## config.mk

```make
export PLATFORM = sky130hd
export DESIGN_NAME = nand_counter
export DESIGN_NICKNAME = d
export VERILOG_FILES = /design/src/rtl/nand_lib_pkg.sv /design/src/rtl/nand_incdec.sv /design/src/rtl/nand_counter.sv
export SDC_FILE = /design/constraint.sdc
export NUM_CORES = 1
export LEC_CHECK = 0
export CELL_PAD_IN_SITES_DETAIL_PLACEMENT = 1
export CELL_PAD_IN_SITES_GLOBAL_PLACEMENT = 1
export CORE_UTILIZATION = 32
export DETAILED_ROUTE_END_ITERATION = 12
export PLACE_DENSITY_LB_ADDON = 0.1
export SLEW_MARGIN = 20
export SYNTH_ARGS = -nofsm -noshare
export SYNTH_HDL_FRONTEND = slang
export SYNTH_SLANG_ARGS = --single-unit
```

## constraint.sdc

```tcl
create_clock -name clk -period 2.5 [get_ports clk]
set_clock_uncertainty 0.15 [all_clocks]
set_input_delay 0.25 -clock clk [delete_from_list [all_inputs] [get_ports clk]]
set_output_delay 0.25 -clock clk [all_outputs]
set_load 0.02 [all_outputs]
```

## src/rtl/nand_lib_pkg.sv

```systemverilog
// Shared constants and types for the NAND-built gate-level library.
// Command encoding here is used by every sequential block's priority decoder.
package nand_lib_pkg;

  localparam int   MAX_WIDTH = 32;
  localparam logic COUNT_UP  = 1'b0;
  localparam logic COUNT_DN  = 1'b1;

  typedef enum logic [1:0] {
    CMD_HOLD,
    CMD_COUNT,
    CMD_LOAD,
    CMD_CLR
  } cmd_t;

endpackage

```

## src/rtl/nand_incdec.sv

```systemverilog
// Combinational WIDTH-bit +1 / -1 ripple built only from 2-input NAND gates.
// Carry (up) and borrow (down) share one chain: bit i propagates when a[i] differs from dn.
module nand_incdec #(
  parameter int WIDTH = 4
) (
  input  logic [WIDTH-1:0] a,
  input  logic             dn,
  output logic [WIDTH-1:0] y
);

  wire [WIDTH-1:0] y_w;
  wire [WIDTH-1:1] c;
  wire [WIDTH-2:0] t;

  // Bit 0 always toggles.
  nand u_inv0 (y_w[0], a[0], a[0]);

  genvar i;
  for (i = 0; i < WIDTH - 1; i++) begin : g_prop
    wire n1, n2, n3;
    nand u_x1 (n1, a[i], dn);
    nand u_x2 (n2, a[i], n1);
    nand u_x3 (n3, dn, n1);
    nand u_x4 (t[i], n2, n3);
  end

  assign c[1] = t[0];

  for (i = 2; i < WIDTH; i++) begin : g_chain
    wire nc;
    nand u_a1 (nc, t[i-1], c[i-1]);
    nand u_a2 (c[i], nc, nc);
  end

  for (i = 1; i < WIDTH; i++) begin : g_sum
    wire s1, s2, s3;
    nand u_s1 (s1, a[i], c[i]);
    nand u_s2 (s2, a[i], s1);
    nand u_s3 (s3, c[i], s1);
    nand u_s4 (y_w[i], s2, s3);
  end

  assign y = y_w;

endmodule

```

## src/rtl/nand_counter.sv

```systemverilog
// Loadable up/down counter with selectable modulus, wrap/saturate mode,
// terminal-count pulse, sticky overflow and out-of-range load flag.
module nand_counter
  import nand_lib_pkg::*;
#(
  parameter int             WIDTH     = 4,
  parameter logic [WIDTH-1:0] MAX_VAL = {WIDTH{1'b1}},
  parameter bit             WRAP      = 1'b1,
  parameter logic [WIDTH-1:0] RESET_VAL = '0
) (
  input  logic             clk,
  input  logic             rst_n,
  input  logic             clr,
  input  logic             ld,
  input  logic [WIDTH-1:0] d,
  input  logic             en,
  input  logic             dn,
  output logic [WIDTH-1:0] q,
  output logic             tc,
  output logic             ovf,
  output logic             ld_err
);

  if (WIDTH < 2 || WIDTH > MAX_WIDTH) begin : g_bad_width
    $error("nand_counter: WIDTH out of range");
  end
  if (RESET_VAL > MAX_VAL) begin : g_bad_reset
    $error("nand_counter: RESET_VAL exceeds MAX_VAL");
  end

  cmd_t             cmd;
  logic [WIDTH-1:0] step_q;
  logic [WIDTH-1:0] q_nxt;
  logic             tc_nxt;
  logic             ovf_nxt;
  logic             ld_err_nxt;
  logic             at_max;
  logic             at_zero;
  logic             at_edge;

  nand_incdec #(.WIDTH(WIDTH)) u_incdec (
    .a  (q),
    .dn (dn),
    .y  (step_q)
  );

  always_comb begin
    cmd = CMD_HOLD;
    if (clr)     cmd = CMD_CLR;
    else if (ld) cmd = CMD_LOAD;
    else if (en) cmd = CMD_COUNT;
  end

  // Boundary is an explicit compare so non-power-of-two moduli wrap correctly.
  assign at_max  = (q == MAX_VAL);
  assign at_zero = (q == '0);
  assign at_edge = (dn == COUNT_UP) ? at_max : at_zero;

  always_comb begin
    q_nxt      = q;
    tc_nxt     = 1'b0;
    ovf_nxt    = ovf;
    ld_err_nxt = 1'b0;
    case (cmd)
      CMD_CLR: begin
        q_nxt   = '0;
        ovf_nxt = 1'b0;
      end
      CMD_LOAD: begin
        ovf_nxt = 1'b0;
        if (d > MAX_VAL) begin
          q_nxt      = MAX_VAL;
          ld_err_nxt = 1'b1;
        end else begin
          q_nxt = d;
        end
      end
      CMD_COUNT: begin
        if (at_edge) begin
          tc_nxt  = 1'b1;
          ovf_nxt = 1'b1;
          if (WRAP) q_nxt = (dn == COUNT_DN) ? MAX_VAL : '0;
        end else begin
          q_nxt = step_q;
        end
      end
      default: ;
    endcase
  end

  always_ff @(posedge clk or negedge rst_n) begin
    if (!rst_n) begin
      q      <= RESET_VAL;
      tc     <= 1'b0;
      ovf    <= 1'b0;
      ld_err <= 1'b0;
    end else begin
      q      <= q_nxt;
      tc     <= tc_nxt;
      ovf    <= ovf_nxt;
      ld_err <= ld_err_nxt;
    end
  end

endmodule

```

== Yosys cells after proc, flatten, opt, wreduce, memory -nomap -nowiden ==
Index checks and enable logic that the tools add are counted.
Word-level totals
  output and inout bits: 7
  flip-flop bits (word level): 7
  input port bits: 10
  logic and storage cells: 80
Operators by class
  muxes and demuxes: 14
  reduce and logical (&&, ||, !) cells: 5
  bitwise logic cells: 51
  $lt $le $gt $ge: 1
  equality and inequality tests: 5
Operators by type and width (number)
  $and A1 B1 Y1: 26
  $not A1 Y1: 25
  $mux W4: 3
  $pmux W4 S3: 1
  $mux W1: 7
  $eq A2 B2 Y1 const B: 2
  $eq A4 B4 Y1 const B: 1
  $gt A4 B4 Y1 const B: 1
  $logic_not A4 Y1: 1
  $mux W2: 2
  $reduce_bool A3 Y1: 1
  $eq A2 B1 Y1 const B: 1
  $ne A2 B2 Y1 const B: 1
  $pmux W1 S2: 1
  $reduce_and A2 Y1: 1
  $reduce_bool A2 Y1: 1
  $reduce_or A2 Y1: 1

== Depth between registers and ports, before layout ==
Gate-level depths: netlist of run 1.
  depth after elaboration: 16
  gate-level depth with buffers: 7
  mapped depth without buffers: 7

== By module ==
From an unflattened synthesis of run 1, not the netlist that was laid out.
Unflattened totals
  cell total of the unflattened synthesis: 60
  area, all modules: 561.8 µm²
Modules (own cells, without submodules)
  nand_counter: cells an instance 49, seq. area each 150.1 µm², area each 484.2 µm², instances 1
  nand_incdec: cells an instance 11, seq. area each 0.0 µm², area each 77.6 µm², instances 1

== Least setup slack after synthesis of run 1 ==
Ideal clock, no wire load.
  kind: input -> register
  start point: input ld
  end point: register q[2]
  path buffers: 0
  data required time: 2.280 ns
  data arrival time: 1.480 ns
  setup slack: 0.800 ns
  stages on the path: 6
  library setup time: 0.070 ns
  path through: nor2_1 -> inv_1 -> ha_1 -> or4b_1 -> a21oi_1 -> nand3b_1
Between the ends
  longest elaborated chain between the ends: 4
  elaborated cells between the ends (all ways): 7
  classes of those cells: 3 x eq/ne; 3 x mux; 1 x reduce/logical
Ends and longest elaborated chain
  start: declaration: line nand_counter.sv:14  | input logic ld,
  $mux W2 *: line nand_counter.sv:50  | else if (ld) cmd = CMD_LOAD;
  $mux W2 *: line nand_counter.sv:49  | if (clr) cmd = CMD_CLR;
  $eq A2 B1 Y1 or $eq A2 B2 Y1 (tied branches): line nand_counter.sv:64  | case (cmd)
  $pmux W4 S3 or $reduce_bool A3 Y1 (tied branches)
  end signal: assignment: line nand_counter.sv:98  | q <= q_nxt;
  end: declaration: line nand_counter.sv:18  | output logic [WIDTH-1:0] q,
Every way passes the cells marked *; elsewhere a longest branch is shown, timed or not.
A chain may end at the register's enable or synchronous reset.

== Worst setup path after layout of run 1 ==
Same ends and word-level chain as after synthesis.

==> run summary, run 1 <==
status: finished clean
mean area per synthesized cell: 9.87 sq um
number of top-level pins: 17
part of the cycle the worst path needs: 81.1%
half-perimeter wire length after placement: 891 um
number of hold-repair buffers added at the cts stage: 0
critical setup path kind: in2reg
endpoint class of the critical path: flop
ratio of routed vias to standard cells: 5.46
starting utilization of the core area: 34.1%
Die Outline Area: 1540 sq um
Synth area leaders: dfrtp_1 (34%), ha_1 (8.5%), xor3_1 (5.4%), a32oi_1 (3.9%), inv_1 (3.4%)
Site Rows: 13
net count of the finished layout: 76
vias in the first global route: 421
post-CTS setup buffer count: 0
Tot GR Track Use: 18.3%
number of antenna violations at the first check in global routing: 0
HP Class: in2async
Seq/Total Area, Yosys: 33.8%
commonest cells after routing, fill and taps aside: clkdlybuf4s50_1 (15), dfrtp_1 (6), inv_1 (4), nor2_1 (4)
Seq. cell area: 150 sq um
Syn. warnings: 0
CTS Buffer Depth: 2
antenna viol nets, final: 0
clock slew seen by the registers of the worst setup and hold paths: 40 ps
Clock Tree Root: clkbuf_4
net count after synthesis: 58
number of library cell types mapped by synthesis: 27
RSZ-0062 raised after global routing: false
ant diodes: 0
routed len/inst: 14.8 um
number of instances in the synthesized netlist: 45
input/output buffers: 15
total number of vias: 415
first drt pass iteration count: 3
number of cells after detailed placement: 73
FMAX: 493 MHz
hold_ws: 112 ps
static leakage power: 0.000261 uW
die extent in y: 39.3 um
Peak VDD IR: 0.306 mV
Resize count post-CTS: 0
max-slew violation count: 0
initial DRC count: 4
final sum of negative setup slack: 0 ps
Inserted Clock Buffers: 3
global-route wire length before repair: 1820 um
grt total ovfl: 0
final critical-path required period: 2030 ps
final routed wirelength across all metal layers: 1130 um
final count of negative-setup-slack endpoints: 0
die boundary width: 39.3 um
fraction of synthesized cell area taken by the top area cell type: 33.8%
type of element launching the critical path: input port
number of synthesized register bits: 6
sink count of the clock tree: 6
combined area of the multi-input logic cells: 260 sq um
CP required: 2520 ps
floorplan core area: 1300 sq um
share of cells above drive strength 1: 8.20%
global placement routability congestion: 0.680
DRC violation count after routing: 0
logic depth of the worst register-to-register path: 3
fill count: 153
most common cell after layout, fill and taps aside: clkdlybuf4s50_1
largest net degree at the start of global routing: 9
clock tree from TritonCTS: yes
Hold Fails Final Rpt: 0
Mapped Area: 444 sq um
post-layout instance count excluding filler cells: 76
area delta synth->final: 38.9%
data arrival time of the worst path: 2050 ps
PD cells: 452 nW/um^2
post-synth top area cell: dfrtp_1
crit path max fanout: 4
Worst-Skew Late Latency: 240 ps
Max-Cap Viols: 0
H-tree levels: 1
==> per-layer routing <==
metal  wire (um)  track usage, %  vias up
met4           0            5.17        0
met3          66            6.82        0
li1            -               -      199
met5           0               0        -
met2         602            35.0       19
met1         459            18.0      197
==> where the power goes <==
group	switching (uW)	leakage (uW)	internal (uW)
Clock	32.2	0.0000138	54.1
Combinational	36.0	0.000165	42.5
Sequential	10.2	0.0000817	104
==> cells by family (layout without fill, tap and decap cells) <==
family	after synthesis	in the layout	share of synthesized area (%)
xor+xnor	1	1	5.35
compound gates	11	11	16.9
flops	6	6	33.8
mux	1	1	2.25
buf+inv	6	22	7.61
other cells	1	1	0.844
simple gates	16	16	24.8
fa+ha+maj	3	3	8.45
==> stage by stage <==
step | utilization, % | worst slack, ps | power [uW] | cell area, sq um
6_report | 47.4 | 472 | 279 | 617
5_1_grt | 47.4 | 384 | 299 | 617
4_1_cts | 47.4 | 474 | 282 | 617
3_5_place_dp | 45.7 | 235 | 194 | 594
3_3_place_gp | 45.7 | 273 | 190 | 594
2_1_floorplan | - | 800 | 157 | 444
==> critical path, cell delays in order <==
cell and delay, ps:
clkdlybuf4s50_1 470, inv_1 40, a21oi_1 220, ha_1 320
or4b_1 500, a21oi_1 110, nand3b_1 120
==> flip-flops by register name (all words and copies together) (netlist names) <==
name,cells
q,4
ovf,1
tc,1
==> path summary, 6_finish.rpt <==
kind,from,to,slack (ps)
max,ld,q[2]$_DFFE_PN0P_,470
min,rst_n,q[0]$_DFFE_PN0P_,110
max reg2reg,q[2]$_DFFE_PN0P_,q[2]$_DFFE_PN0P_,1090
min reg2reg,ovf$_DFFE_PN0P_,ovf$_DFFE_PN0P_,430
max in group asynchronous,rst_n,q[3]$_DFFE_PN0P_,1860
min in group clk,ovf$_DFFE_PN0P_,ovf$_DFFE_PN0P_,430
==> Yosys cell counts <==
cell type and count:
dfrtp_1 6, inv_1 4, nor2_1 4, ha_1 3, a21oi_1 2, a32oi_1 2, nand2_1 2, nand3b_1 2
o21ai_0 2, a22o_2 1, a22oi_1 1, and4b_1 1, buf_4 1, buf_6 1, conb_1 1, mux2i_1 1
nand3_1 1, nand4_1 1, nand4bb_1 1, nor2b_1 1, nor4b_2 1, o211ai_1 1, o21ai_1 1, o31ai_1 1
or3b_1 1, or4b_1 1, xor3_1 1
==> final cells by class <==
cell class,instances,area share (%)
Timing Repair Buffer,15,24.3
Clock buffer,3,3.65
Inverter,4,2.43
Tap cell,15,3.04
Sequential cell,6,24.3
Multi-Input combinational cell,33,42.2
(Power assumes the default switching activity.)
==> inputs of run 2 (changes only) <==
--- a/config.mk
+++ b/config.mk
@@ -7,7 +7,7 @@
 export LEC_CHECK = 0
 export CELL_PAD_IN_SITES_DETAIL_PLACEMENT = 1
 export CELL_PAD_IN_SITES_GLOBAL_PLACEMENT = 1
-export CORE_UTILIZATION = 32
+export CORE_UTILIZATION = 27
 export DETAILED_ROUTE_END_ITERATION = 12
 export PLACE_DENSITY_LB_ADDON = 0.1
 export SLEW_MARGIN = 20
==> constraint.sdc (replaced) <==
create_clock -name clk -period 1.8 [get_ports clk]
set_clock_uncertainty 0.15 [all_clocks]
set_input_delay 0.18 -clock clk [delete_from_list [all_inputs] [get_ports clk]]
set_output_delay 0.18 -clock clk [all_outputs]
set_load 0.02 [all_outputs]
==> run summary, run 2 (synthesis gave the netlist of run 1 again) <==
PD cells: 585 nW/um^2 (was 452 nW/um^2)
total number of vias: 432 (was 415)
net count of the finished layout: 84 (was 76)
type of element launching the critical path: input port (unchanged)
largest register by flop count: q (unchanged)
CTS Buffer Depth: 2 (unchanged)
launch point of the worst path: en (was ld)
largest net degree at the start of global routing: 9 (unchanged)
most crowded layer after global routing: met2 (unchanged)
max-slew violation count: 0 (unchanged)
grt total ovfl: 0 (unchanged)
H-tree levels: 1 (unchanged)
critical setup path kind: in2reg (unchanged)
number of cells after detailed placement: 81 (was 73)
part of the cycle the worst path needs: 96.3%
clock slew seen by the registers of the worst setup and hold paths: 50 ps (was 40 ps)
global placement routability congestion: 0.711 (was 0.680)
global-route track usage on met2: 23.4% (was 35.0%)
ant diodes: 0 (unchanged)
global-route wire length before repair: 1850 um (was 1820 um)
Clock Tree Root: clkbuf_4 (unchanged)
Internal Power: 290 uW (was 200 uW)
starting utilization of the core area: 29.1% (was 34.1%)
vias in the first global route: 410 (was 421)
input/output buffers: 15 (unchanged)
Largest register FFs: 4 (unchanged)
switching power total: 118 uW (was 78.5 uW)
Reg2Reg Capture Point: q[2]$_DFFE_PN0P_ (unchanged)
Hold Fails Final Rpt: 0 (unchanged)
startpoint of the most critical register-to-register path: q[2]$_DFFE_PN0P_ (unchanged)
static leakage power: 0.000301 uW (was 0.000261 uW)
clock group share of total power: 30.4% (was 31.0%)
Max-Cap Viols: 0 (unchanged)
die boundary width: 42.6 um (was 39.3 um)
antenna viol nets, final: 0 (unchanged)
floorplan core area: 1520 sq um (was 1300 sq um)
crit path max fanout: 5 (was 4)
most common cell after layout, fill and taps aside: clkdlybuf4s50_1 (unchanged)
setup slack on the worst flop-to-flop path: 400 ps (was 1090 ps)
met1 usage in global routing: 17.1% (was 18.0%)
grt met3 use: 6.90% (was 6.82%)
final count of negative-setup-slack endpoints: 0 (unchanged)
CP required: 1830 ps (was 2520 ps)
largest stage delay on the critical path: 480 ps (was 500 ps)
CP Cell Sequence: clkdlybuf4s50_1 -> a21oi_2 -> buf_4 -> inv_1 -> ha_4 -> or4b_1 -> a21oi_1 -> nand3b_1 (was clkdlybuf4s50_1 -> inv_1 -> a21oi_1 -> ha_1 -> or4b_1 -> a21oi_1 -> nand3b_1)
clock tree from TritonCTS: yes (unchanged)
final routed wirelength across all metal layers: 1140 um (was 1130 um)
Gate power share: 31.2% (was 28.2%)
sink count of the clock tree: 6 (unchanged)
routed len/inst: 13.4 um (was 14.8 um)
Finished Core Util: 45.7% (was 47.4%)
post-layout instance count excluding filler cells: 85 (was 76)
number of antenna violations at the first check in global routing: 0 (unchanged)
Worst-Skew Late Latency: 240 ps (about the same)
cell type of the slowest stage on the worst timing path: clkdlybuf4s50_1 (was or4b_1)
ratio of routed vias to standard cells: 5.08 (was 5.46)
fraction of power spent switching nets: 28.8% (was 28.2%)
number of top-level pins: 17 (unchanged)
Inserted Clock Buffers: 3 (unchanged)
die extent in y: 42.6 um (was 39.3 um)
half-perimeter wire length after placement: 896 um (was 891 um)
area delta synth->final: 56.9% (was 38.9%)
Peak VDD IR: 0.411 mV (was 0.306 mV)
FMAX: 577 MHz
HP Class: in2async (unchanged)
first drt pass iteration count: 4 (was 3)
final critical-path required period: 1730 ps
Reg power frac: 38.4% (was 40.9%)
endpoint class of the critical path: flop (unchanged)
Site Rows: 14 (was 13)
status: finished clean (unchanged)
logic depth of the worst register-to-register path: 3 (unchanged)
data arrival time of the worst path: 1760 ps (was 2050 ps)
commonest cells after routing, fill and taps aside: clkdlybuf4s50_1 (13), buf_4 (8), dfrtp_1 (6) (was clkdlybuf4s50_1 (15), dfrtp_1 (6), inv_1 (4), nor2_1 (4))
share of cells above drive strength 1: 24.6% (was 8.20%)
initial DRC count: 2 (was 4)
DRC violation count after routing: 0 (unchanged)
number of hold-repair buffers added at the cts stage: 0 (unchanged)
Regs by FF count: q: 4 flops, ovf: 1 flops, tc: 1 flops (unchanged)
Die Outline Area: 1810 sq um (was 1540 sq um)
Tot GR Track Use: 14.2% (was 18.3%)
-- run 2: per-layer routing --
layer / wire length [um] / up-vias
li1: - / 214
met1: 474 / 203
met2: 595 / 15
met3: 69 / 0
met4: 0 / 0
met5: 0 / -
-- run 2: final cells by class --
class | instances | area [sq um]
clock buffer | 3 | 22.5
fill | 184 | 827
inverter | 4 | 15.0
multi-input combinational | 33 | 282
sequential | 6 | 150
tap | 16 | 20.0
timing repair buffer | 23 | 208
-- run 2: worst max-delay path by stage --
stage | end | slack, ps | cells after the start
final | q[2]$_DFFE_PN0P_ | 70 | 8
after global routing | q[2]$_DFFE_PN0P_ | -10 | 8
after CTS | q[2]$_DFFE_PN0P_ | 20 | 8
after detailed placement | q[2]$_DFFE_PN0P_ | -350 | 7
after global placement | q[2]$_DFFE_PN0P_ | -300 | 7
after floorplan | q[2]$_DFFE_PN0P_ | 170 | 6
-- run 2: power by group through the flow --
stage	clock (uW)	sequential [uW]	combinational (uW)
2_1_floorplan	0	167	50.9
3_3_place_gp	0	159	120
3_5_place_dp	0	159	122
4_1_cts	131	157	126
5_1_grt	136	159	138
6_report	124	157	127
-- run 2: critical path: cells and delay by family --
kind	cells	cell delay, ps
adder cells (fa/ha/maj)	1	160
AO/OA/AOI/OAI	2	180
buffers and inverters	3	700
AND/OR/NAND/NOR	2	540
-- run 2: timing repair --
action                     in CTS  in global routing
setup endpoints to repair       1                  1
resized for setup               4                  3
pin swaps                       3                  0
setup buffers                   1                  0
-- run 2: through the flow --
stage / setup TNS [ps] / instance area, sq um / setup WS [ps] / hold slack (ps) / power (uW)
2_1_floorplan: 0 / 444 / 170 / -266 / 218
3_3_place_gp: -635 / 648 / -296 / 306 / 279
3_5_place_dp: -824 / 648 / -348 / 310 / 281
4_1_cts: 0 / 682 / 23.2 / 45.6 / 415
5_1_grt: -14.6 / 697 / -14.6 / 60.5 / 433
6_report: 0 / 697 / 67.4 / 40.2 / 408
